## src/rtl/fifo_arb_pkg.sv

```systemverilog
// Shared types and defaults for the FIFO write-port arbiter and its
// round-robin selector.
package fifo_arb_pkg;

  typedef enum logic [0:0] {
    StIdle,
    StGrant
  } arb_state_e;

  localparam int unsigned DefDataW    = 8;
  localparam int unsigned DefBurstLen = 4;
  localparam int unsigned DefNumReq   = 4;
  localparam int unsigned BurstCntW   = 4;

  function automatic int unsigned idx_w(input int unsigned n);
    return (n > 1) ? $clog2(n) : 1;
  endfunction

endpackage

```

## src/rtl/fifo_write_arbiter_if.sv

```systemverilog
// Producer request lanes plus FIFO write port, grouped for the arbiter.
// master = arbiter side, slave = producers/FIFO side.
interface fifo_write_arbiter_if
  import fifo_arb_pkg::*;
#(
  parameter int unsigned NUM_REQ = DefNumReq,
  parameter int unsigned DATA_W  = DefDataW
);

  logic [NUM_REQ-1:0]        req;
  logic [NUM_REQ*DATA_W-1:0] req_data;
  logic [NUM_REQ-1:0]        ack;
  logic [NUM_REQ-1:0]        grant;
  logic                      busy;
  logic                      fifo_wr;
  logic [DATA_W-1:0]         fifo_data;
  logic                      fifo_full;

  modport master (
    input  req, req_data, fifo_full,
    output ack, grant, busy, fifo_wr, fifo_data
  );

  modport slave (
    output req, req_data, fifo_full,
    input  ack, grant, busy, fifo_wr, fifo_data
  );

endinterface

```

## src/rtl/fifo_rr_pick.sv

```systemverilog
// Combinational round-robin selector: searches last_owner+1, +2, ... modulo
// NUM_REQ and returns the first asserted request.
module fifo_rr_pick
  import fifo_arb_pkg::*;
#(
  parameter int unsigned NUM_REQ = DefNumReq,
  localparam int unsigned IdxW   = idx_w(NUM_REQ)
) (
  input  logic [NUM_REQ-1:0] req,
  input  logic [IdxW-1:0]    last_owner,
  output logic [IdxW-1:0]    winner,
  output logic               any_req
);

  always_comb begin
    int unsigned idx;
    idx     = 0;
    winner  = '0;
    any_req = 1'b0;
    for (int unsigned off = 1; off <= NUM_REQ; off++) begin
      idx = (32'(last_owner) + off) % NUM_REQ;
      if (!any_req && req[idx]) begin
        any_req = 1'b1;
        winner  = IdxW'(idx);
      end
    end
  end

endmodule

```

## src/rtl/fifo_write_arbiter.sv

```systemverilog
// Round-robin burst arbiter driving the single write port of the byte FIFO.
// Each grant carries at most BURST_LEN words and is always followed by one idle cycle.
module fifo_write_arbiter
  import fifo_arb_pkg::*;
#(
  parameter int unsigned NUM_REQ   = DefNumReq,
  parameter int unsigned DATA_W    = DefDataW,
  parameter int unsigned BURST_LEN = DefBurstLen
) (
  input logic                  clk,
  input logic                  rst,
  fifo_write_arbiter_if.master bus
);

  localparam int unsigned IdxW = idx_w(NUM_REQ);
  // A 4-bit counter cannot hold 16; the grant ends at BURST_LEN-1 anyway.
  localparam int unsigned CntMax = (BURST_LEN < 15) ? BURST_LEN : 15;
  localparam logic [BurstCntW-1:0] LastBeat = BurstCntW'(BURST_LEN - 1);

  arb_state_e           state_q, state_d;
  logic [IdxW-1:0]      owner_q, owner_d;
  logic [IdxW-1:0]      last_owner_q, last_owner_d;
  logic [BurstCntW-1:0] burst_cnt_q, burst_cnt_d;

  logic [IdxW-1:0]    winner;
  logic               any_req;
  logic [NUM_REQ-1:0] owner_oh;
  logic               owner_req;
  logic               xfer;

  fifo_rr_pick #(
    .NUM_REQ(NUM_REQ)
  ) u_pick (
    .req       (bus.req),
    .last_owner(last_owner_q),
    .winner    (winner),
    .any_req   (any_req)
  );

  assign owner_oh  = NUM_REQ'(1) << owner_q;
  assign owner_req = bus.req[owner_q];
  // Gating with rst keeps a partial word out of the FIFO during a reset cycle.
  assign xfer      = (state_q == StGrant) && owner_req && !bus.fifo_full && !rst;

  always_comb begin
    state_d      = state_q;
    owner_d      = owner_q;
    last_owner_d = last_owner_q;
    burst_cnt_d  = burst_cnt_q;
    unique case (state_q)
      StIdle: begin
        if (any_req) begin
          owner_d      = winner;
          last_owner_d = winner;
          burst_cnt_d  = '0;
          state_d      = StGrant;
        end
      end
      StGrant: begin
        if (!owner_req) begin
          state_d = StIdle;
        end else if (xfer) begin
          if (32'(burst_cnt_q) < CntMax) begin
            burst_cnt_d = burst_cnt_q + 1'b1;
          end
          if (burst_cnt_q == LastBeat) begin
            state_d = StIdle;
          end
        end
      end
      default: state_d = StIdle;
    endcase
  end

  always_comb begin
    bus.grant     = '0;
    bus.busy      = 1'b0;
    bus.ack       = '0;
    bus.fifo_wr   = 1'b0;
    bus.fifo_data = '0;
    if (state_q == StGrant) begin
      bus.grant     = owner_oh;
      bus.busy      = 1'b1;
      bus.fifo_data = bus.req_data[32'(owner_q)*DATA_W +: DATA_W];
      bus.fifo_wr   = xfer;
      bus.ack       = xfer ? owner_oh : '0;
    end
  end

  always_ff @(posedge clk) begin
    if (rst) begin
      state_q      <= StIdle;
      owner_q      <= '0;
      last_owner_q <= IdxW'(NUM_REQ - 1);
      burst_cnt_q  <= '0;
    end else begin
      state_q      <= state_d;
      owner_q      <= owner_d;
      last_owner_q <= last_owner_d;
      burst_cnt_q  <= burst_cnt_d;
    end
  end

endmodule

```

## src/flat_wrapper.sv

```systemverilog
// flat-port wrapper written by rule: the top's interface ports become plain ports
module fifo_write_arbiter_flat import fifo_arb_pkg::*;
#(
  parameter int unsigned NUM_REQ   = DefNumReq,
  parameter int unsigned DATA_W    = DefDataW,
  parameter int unsigned BURST_LEN = DefBurstLen
)
  (clk, rst, bus_req, bus_req_data, bus_fifo_full, bus_ack, bus_grant, bus_busy, bus_fifo_wr, bus_fifo_data);
  fifo_write_arbiter_if #(.NUM_REQ(NUM_REQ), .DATA_W(DATA_W)) bus_i ();
  input logic clk;
  input logic rst;
  input wire logic [$bits(bus_i.req)-1:0] bus_req;
  input wire logic [$bits(bus_i.req_data)-1:0] bus_req_data;
  input wire logic [$bits(bus_i.fifo_full)-1:0] bus_fifo_full;
  output wire logic [$bits(bus_i.ack)-1:0] bus_ack;
  output wire logic [$bits(bus_i.grant)-1:0] bus_grant;
  output wire logic [$bits(bus_i.busy)-1:0] bus_busy;
  output wire logic [$bits(bus_i.fifo_wr)-1:0] bus_fifo_wr;
  output wire logic [$bits(bus_i.fifo_data)-1:0] bus_fifo_data;
  assign bus_i.req = bus_req;
  assign bus_i.req_data = bus_req_data;
  assign bus_i.fifo_full = bus_fifo_full;
  assign bus_ack = bus_i.ack;
  assign bus_grant = bus_i.grant;
  assign bus_busy = bus_i.busy;
  assign bus_fifo_wr = bus_i.fifo_wr;
  assign bus_fifo_data = bus_i.fifo_data;
  fifo_write_arbiter #(.NUM_REQ(NUM_REQ), .DATA_W(DATA_W), .BURST_LEN(BURST_LEN)) u_core (.clk(clk), .rst(rst), .bus(bus_i));
endmodule
```

## config.mk

```make
export PLATFORM = sky130hd
export DESIGN_NAME = fifo_write_arbiter_flat
export DESIGN_NICKNAME = d
export VERILOG_FILES = /design/src/rtl/fifo_arb_pkg.sv /design/src/rtl/fifo_write_arbiter_if.sv /design/src/rtl/fifo_rr_pick.sv /design/src/rtl/fifo_write_arbiter.sv /design/src/flat_wrapper.sv
export SDC_FILE = /design/constraint.sdc
export NUM_CORES = 1
export LEC_CHECK = 0
export CAP_MARGIN = 0
export CORE_MARGIN = 8
export CORE_UTILIZATION = 38
export CTS_CLUSTER_SIZE = 24
export DETAILED_ROUTE_END_ITERATION = 7
export GPL_ROUTABILITY_DRIVEN = 0
export PLACE_DENSITY = 0.85
export SYNTH_ARGS = -nofsm -noshare
export SYNTH_HDL_FRONTEND = slang
export SYNTH_HIERARCHICAL = 1
export SYNTH_SLANG_ARGS = --single-unit
```

## constraint.sdc

```tcl
create_clock -name clk -period 5.15 [get_ports clk]
set_clock_uncertainty 0.15 [all_clocks]
set_input_delay 0.515 -clock clk [delete_from_list [all_inputs] [get_ports clk]]
set_output_delay 0.515 -clock clk [all_outputs]
set_load 0.02 [all_outputs]
```

==> After elaboration in Yosys (flattened, before gate mapping) <==
Cells that the tools add are included.
{ "word_totals": {"regBits": 9, "latchBits": 0, "mem_bits_rw": 0, "mem_bits_ro": 0, "in_bits": 39, "elab_cells": 70, "memories": 0} }
{ "classes": {"addsub": 5, "multipliers": 0, "div_mod_pow": 0, "order_cmp": 6, "eq_ne": 5, "n_shift": 2, "n_mux": 34, "bitwise_logic": 1, "reduce_logical": 13} }
{ "op_table": {"columns": ["cell", "n"], "rows": [
  ["$shiftx A32 B6 Y8", 1],
  ["$mux W4", 7],
  ["$lt A2 B3 Y1 const B", 5],
  ["$mux W1", 15],
  ["$bmux W1 S2", 5],
  ["$mux W2", 4],
  ["$mux W8", 1],
  ["$pmux W4 S2", 1],
  ["$logic_and A1 B1 Y1", 6],
  ["$ne A2 B2 Y1 const B", 3],
  ["$logic_not A1 Y1", 5],
  ["$add A2 B1 Y2 const B", 2],
  ["$add A2 B2 Y2 const B", 2],
  ["$add A4 B1 Y4 const B", 1],
  ["$eq A4 B2 Y1 const B", 1],
  ["$lt A4 B3 Y1 const B", 1],
  ["$reduce_and A4 Y1", 1],
  ["$shl A1 B2 Y4 const A", 1],
  ["$ne A2 B1 Y1 const B", 1],
  ["$pmux W1 S2", 1],
  ["$reduce_and A2 Y1", 1],
  ["$not A1 Y1", 1]
]} }

==> Logic depth before layout (Yosys ltp) <==
{ "depth": {"ltp_word": 15, "depth_mapped": 7, "mapped_depth_nobuf": 6} }

==> Hierarchy <==
The synthesis kept the hierarchy.
{ "by_module_without_submodules": {"columns": ["mod", "n_inst", "cells_per_inst", "area_per_inst_um2", "seq_area_each_um2"], "rows": [
  ["fifo_write_arbiter", 1, 79, 764.5, 180.2],
  ["fifo_rr_pick", 1, 14, 91.3, 0.0]
]} }

==> Worst setup path after synthesis <==
No wires, ideal clock.
{ "synth_timing": {"kind": "input-to-output", "startpoint": "input port rst", "endpoint": "output port bus_ack[0]", "arrival_time_ns": 1.725, "path_slack_ns": 2.760, "path_stages": 3, "path_cell_list": "clkbuf_1 -> or3_1 -> nor4_1"} }
{ "synth_via": {"elab_chain_cells": 4} }
{ "synth_rtl": {"columns": ["element", "line_no", "rtl"], "rows": [
  ["start: declaration", "flat_wrapper.sv:11", "input logic rst;"],
  ["$logic_not A1 Y1", "fifo_write_arbiter.sv:43", "assign xfer = (state_q == StGrant) && owner_req && !bus.fifo_full && !rst;"],
  ["$logic_and A1 B1 Y1", "fifo_write_arbiter.sv:43", null],
  ["$mux W4", "fifo_write_arbiter.sv:86", "bus.ack = xfer ? owner_oh : '0;"],
  ["$mux W4", "fifo_write_arbiter.sv:81", "if (state_q == StGrant) begin"],
  ["end: declaration", "flat_wrapper.sv:15", "output wire logic [$bits(bus_i.ack)-1:0] bus_ack;"]
]} }
Every way passes these cells.

==> Worst setup path in the final report <==
{ "layout_timing": {"startpoint": "register u_core.owner_q[1]", "endpoint": "output port bus_ack[0]"} }
{ "layout_via": {"elab_chain_cells": 7, "elab_cells_between_ends": 8, "cone_classes": "1 x shift; 4 x mux; 3 x reduce/logical"} }
{ "layout_rtl": {"columns": ["element", "line_no", "rtl"], "rows": [
  ["start: declaration", "fifo_write_arbiter.sv:21", "logic [IdxW-1:0] owner_q, owner_d;"],
  ["start signal: assignment", "fifo_write_arbiter.sv:98", "owner_q <= owner_d;"],
  ["$bmux W1 S2", "fifo_write_arbiter.sv:41", "assign owner_req = bus.req[owner_q];"],
  ["$mux W1 (not written as such)", "fifo_write_arbiter.sv:41", null],
  ["$logic_and A1 B1 Y1 (3 in a row)", "fifo_write_arbiter.sv:43", null],
  ["$mux W4 *", "fifo_write_arbiter.sv:86", null],
  ["$mux W4 *", "fifo_write_arbiter.sv:81", null]
]} }
Every way passes the cells marked *; elsewhere a longest branch is shown, timed or not. The select of a mux whose other input is x is not followed.

==> flow_metrics.tcl <==
set metrics [dict create \
    status "completed" \
    io_buffer_count 56 \
    vias 970 \
    grt_antenna_before_repair 0 \
    fin_cells 174 \
    cts.sinks 9 \
    dr.pass1.iters 4 \
    start_util 0.394 \
    fp.dieH_um 63.5 \
    dpl_cell_area_um2 1410 \
    nNetsFinal 187 \
    cts_root_buf "clkbuf_4" \
    cp_data_required_time_ns 4.49 \
    die_area_um2 4030 \
    cts_buffers 3 \
    die_x_um 63.5 \
    drc 0 \
    syn_area_um2 856 \
    criticalPathCategory "flip-flop to output port" \
    worstPathMaxFanout 18 \
    io_pins 57 \
    worst_slew_pin_slew_ns 0.796 \
    h-tree-depth 1 \
    fin_crit_sh 0.622 \
    syn_inst 93 \
    final-hold-violation-count 0 \
    rows 17 \
    placed_cells 170 \
    dp_hpwl_um 2510 \
    ys_ff_latch 9 \
    ys_warn_count 6 \
    grt_usage 0.152 \
    grt_pass1_vias 932 \
    min_path_cells 1 \
    relSlewSlack 0.468 \
    layout-area-overhead-vs-synth_pct 68.1 \
    cap_violations 0 \
    postCtsSetupBuffers 0 \
    crit_path_end_kind "output port" \
    fmax_mhz 312 \
    holdCritPathClass "flip-flop to flip-flop" \
    drt_iter0_drc 91 \
    clk_pin_slew_ns 0.06 \
    ff2ff_path_depth 4 \
    rsz0062_at_grt "no" \
    start_kind "flip-flop" \
    slew_violations 0 \
    p_leak_nw 0.516 \
    postCtsHoldBufs 0 \
    synth_cell_type_count 34 \
    vdd_drop_max_uv 199 \
    wire_per_inst_um 18.1 \
    clock_latency_ns 0.27 \
    min_period_ns 3.21 \
    grt_start_max_net_pins 19 \
    final-setup-viol-count 0 \
    final.setup.tns_ns 0 \
    diodes 0 \
    fp.coreArea_um2 2170 \
    avgSynthCellArea_um2 9.20 \
    antenna_left 0 \
    power_density_nw_per_um2 184 \
    grt_pass1_wl_um 4910 \
    synth_nets 133 \
    yosysSeqAreaShare 0.211 \
    viasPerCell 5.57 \
    drive_above_1_share 0.123 \
    cts_resized 0 \
    cts_tree "done" \
    cp.arrival_ns 2.54 \
    postLayoutCellArea_um2 1440 \
    drt-total-wl_um 3140 \
    grt_remaining_overflow 0 \
    cts_buffer_depth 2 \
]
## metal layers
metal / track usage / up-vias / routed length (um)
li1: - / 449 / -
met1: 0.198 / 453 / 1460
met2: 0.222 / 62 / 1310
met3: 0.0512 / 6 / 298
met4: 0.0641 / 0 / 75
met5: 0 / - / 0
## placed cells by master, fill, tap and decap left out, drive strengths merged
cell	instances
nor4	2
mux4	9
and2	8
nand3	3
dfxtp	9
a32oi	1
nor4bb	1
mux2i	3
o32ai	1
or3	1
nand3b	1
inv	2
nor3b	1
a21o	1
mux2	1
a21oi	9
ha	1
and4b	1
clkbuf	4
clkdlybuf4s50	56
a31oi	1
nor2b	2
nand2b	5
o221ai	1
and2b	1
nor2	9
nor3	1
nand2	11
## critical path: stages, from the launching register on
cell and delay, ns:
dfxtp_1 0.78, mux2i_1 0.23, or3_1 0.40, nor4_1 0.19, clkdlybuf4s50_1 0.66
## sequential cells by signal, indices dropped and copies added, names as in the netlist
name                 flops
u_core/burst_cnt_q       4
u_core/last_owner_q      2
u_core/owner_q           2
u_core/state_q           1
## path summary, 6_finish.rpt
check                                      startpoint               endpoint  slack, ns
worst max-delay path                u_core/owner_q[1]             bus_ack[0]       1.94
worst min-delay path            u_core/burst_cnt_q[3]  u_core/burst_cnt_q[3]       0.34
worst max register to register      u_core/owner_q[0]  u_core/burst_cnt_q[0]       2.97
worst min register to register  u_core/burst_cnt_q[3]  u_core/burst_cnt_q[3]       0.34
## area by class of cell
type	instances	area, um2
inverters	2	7.51
well taps	28	35.0
clock buffers	4	26.3
multi-input cells	75	629
repair buffers	56	561
fillers	174	731
flip-flops and latches	9	180
## cell families after synthesis
group	count (synthesis)	synth area share
simple gates	47	0.307
compound gates	14	0.120
mux	13	0.294
buf+inv	9	0.0541
flops	9	0.211
fa+ha+maj	1	0.0146
## synthesized netlist by cell type (all sizes together)
master | count | area, um2
a21o | 1 | 7.51
a21oi | 9 | 48.8
a31oi | 1 | 6.26
a32oi | 1 | 8.76
and2 | 8 | 50.1
and2b | 1 | 7.51
and4b | 1 | 10.0
buf | 3 | 23.8
clkbuf | 4 | 15.0
dfxtp | 9 | 180
ha | 1 | 12.5
inv | 2 | 7.51
mux2 | 1 | 15.0
mux2i | 3 | 30.0
mux4 | 9 | 206
nand2 | 11 | 41.3
nand2b | 5 | 31.3
nand3 | 3 | 20.0
nand3b | 1 | 7.51
nor2 | 9 | 36.3
nor2b | 2 | 12.5
nor3 | 1 | 10.0
nor3b | 1 | 7.51
nor4 | 2 | 12.5
nor4bb | 1 | 10.0
o221ai | 1 | 15.0
o32ai | 1 | 16.3
or3 | 1 | 6.26
## stage by stage
step / util / total power, mW / hold WS, ns / worst slack, ns
2_1_floorplan: - / 0.153 / 0.318 / 2.76
3_3_place_gp: 0.651 / 0.206 / 0.334 / 2.01
3_5_place_dp: 0.651 / 0.210 / 0.337 / 1.99
4_1_cts: 0.663 / 0.266 / 0.344 / 1.93
5_1_grt: 0.663 / 0.280 / 0.365 / 1.75
6_report: 0.663 / 0.264 / 0.342 / 1.94
## power breakdown
group          internal (mW)  switching (mW)
Combinational         0.0731          0.0451
Sequential            0.0746          0.0166
Clock                 0.0299          0.0250
No activity file was read; power rests on OpenSTA's default activity.
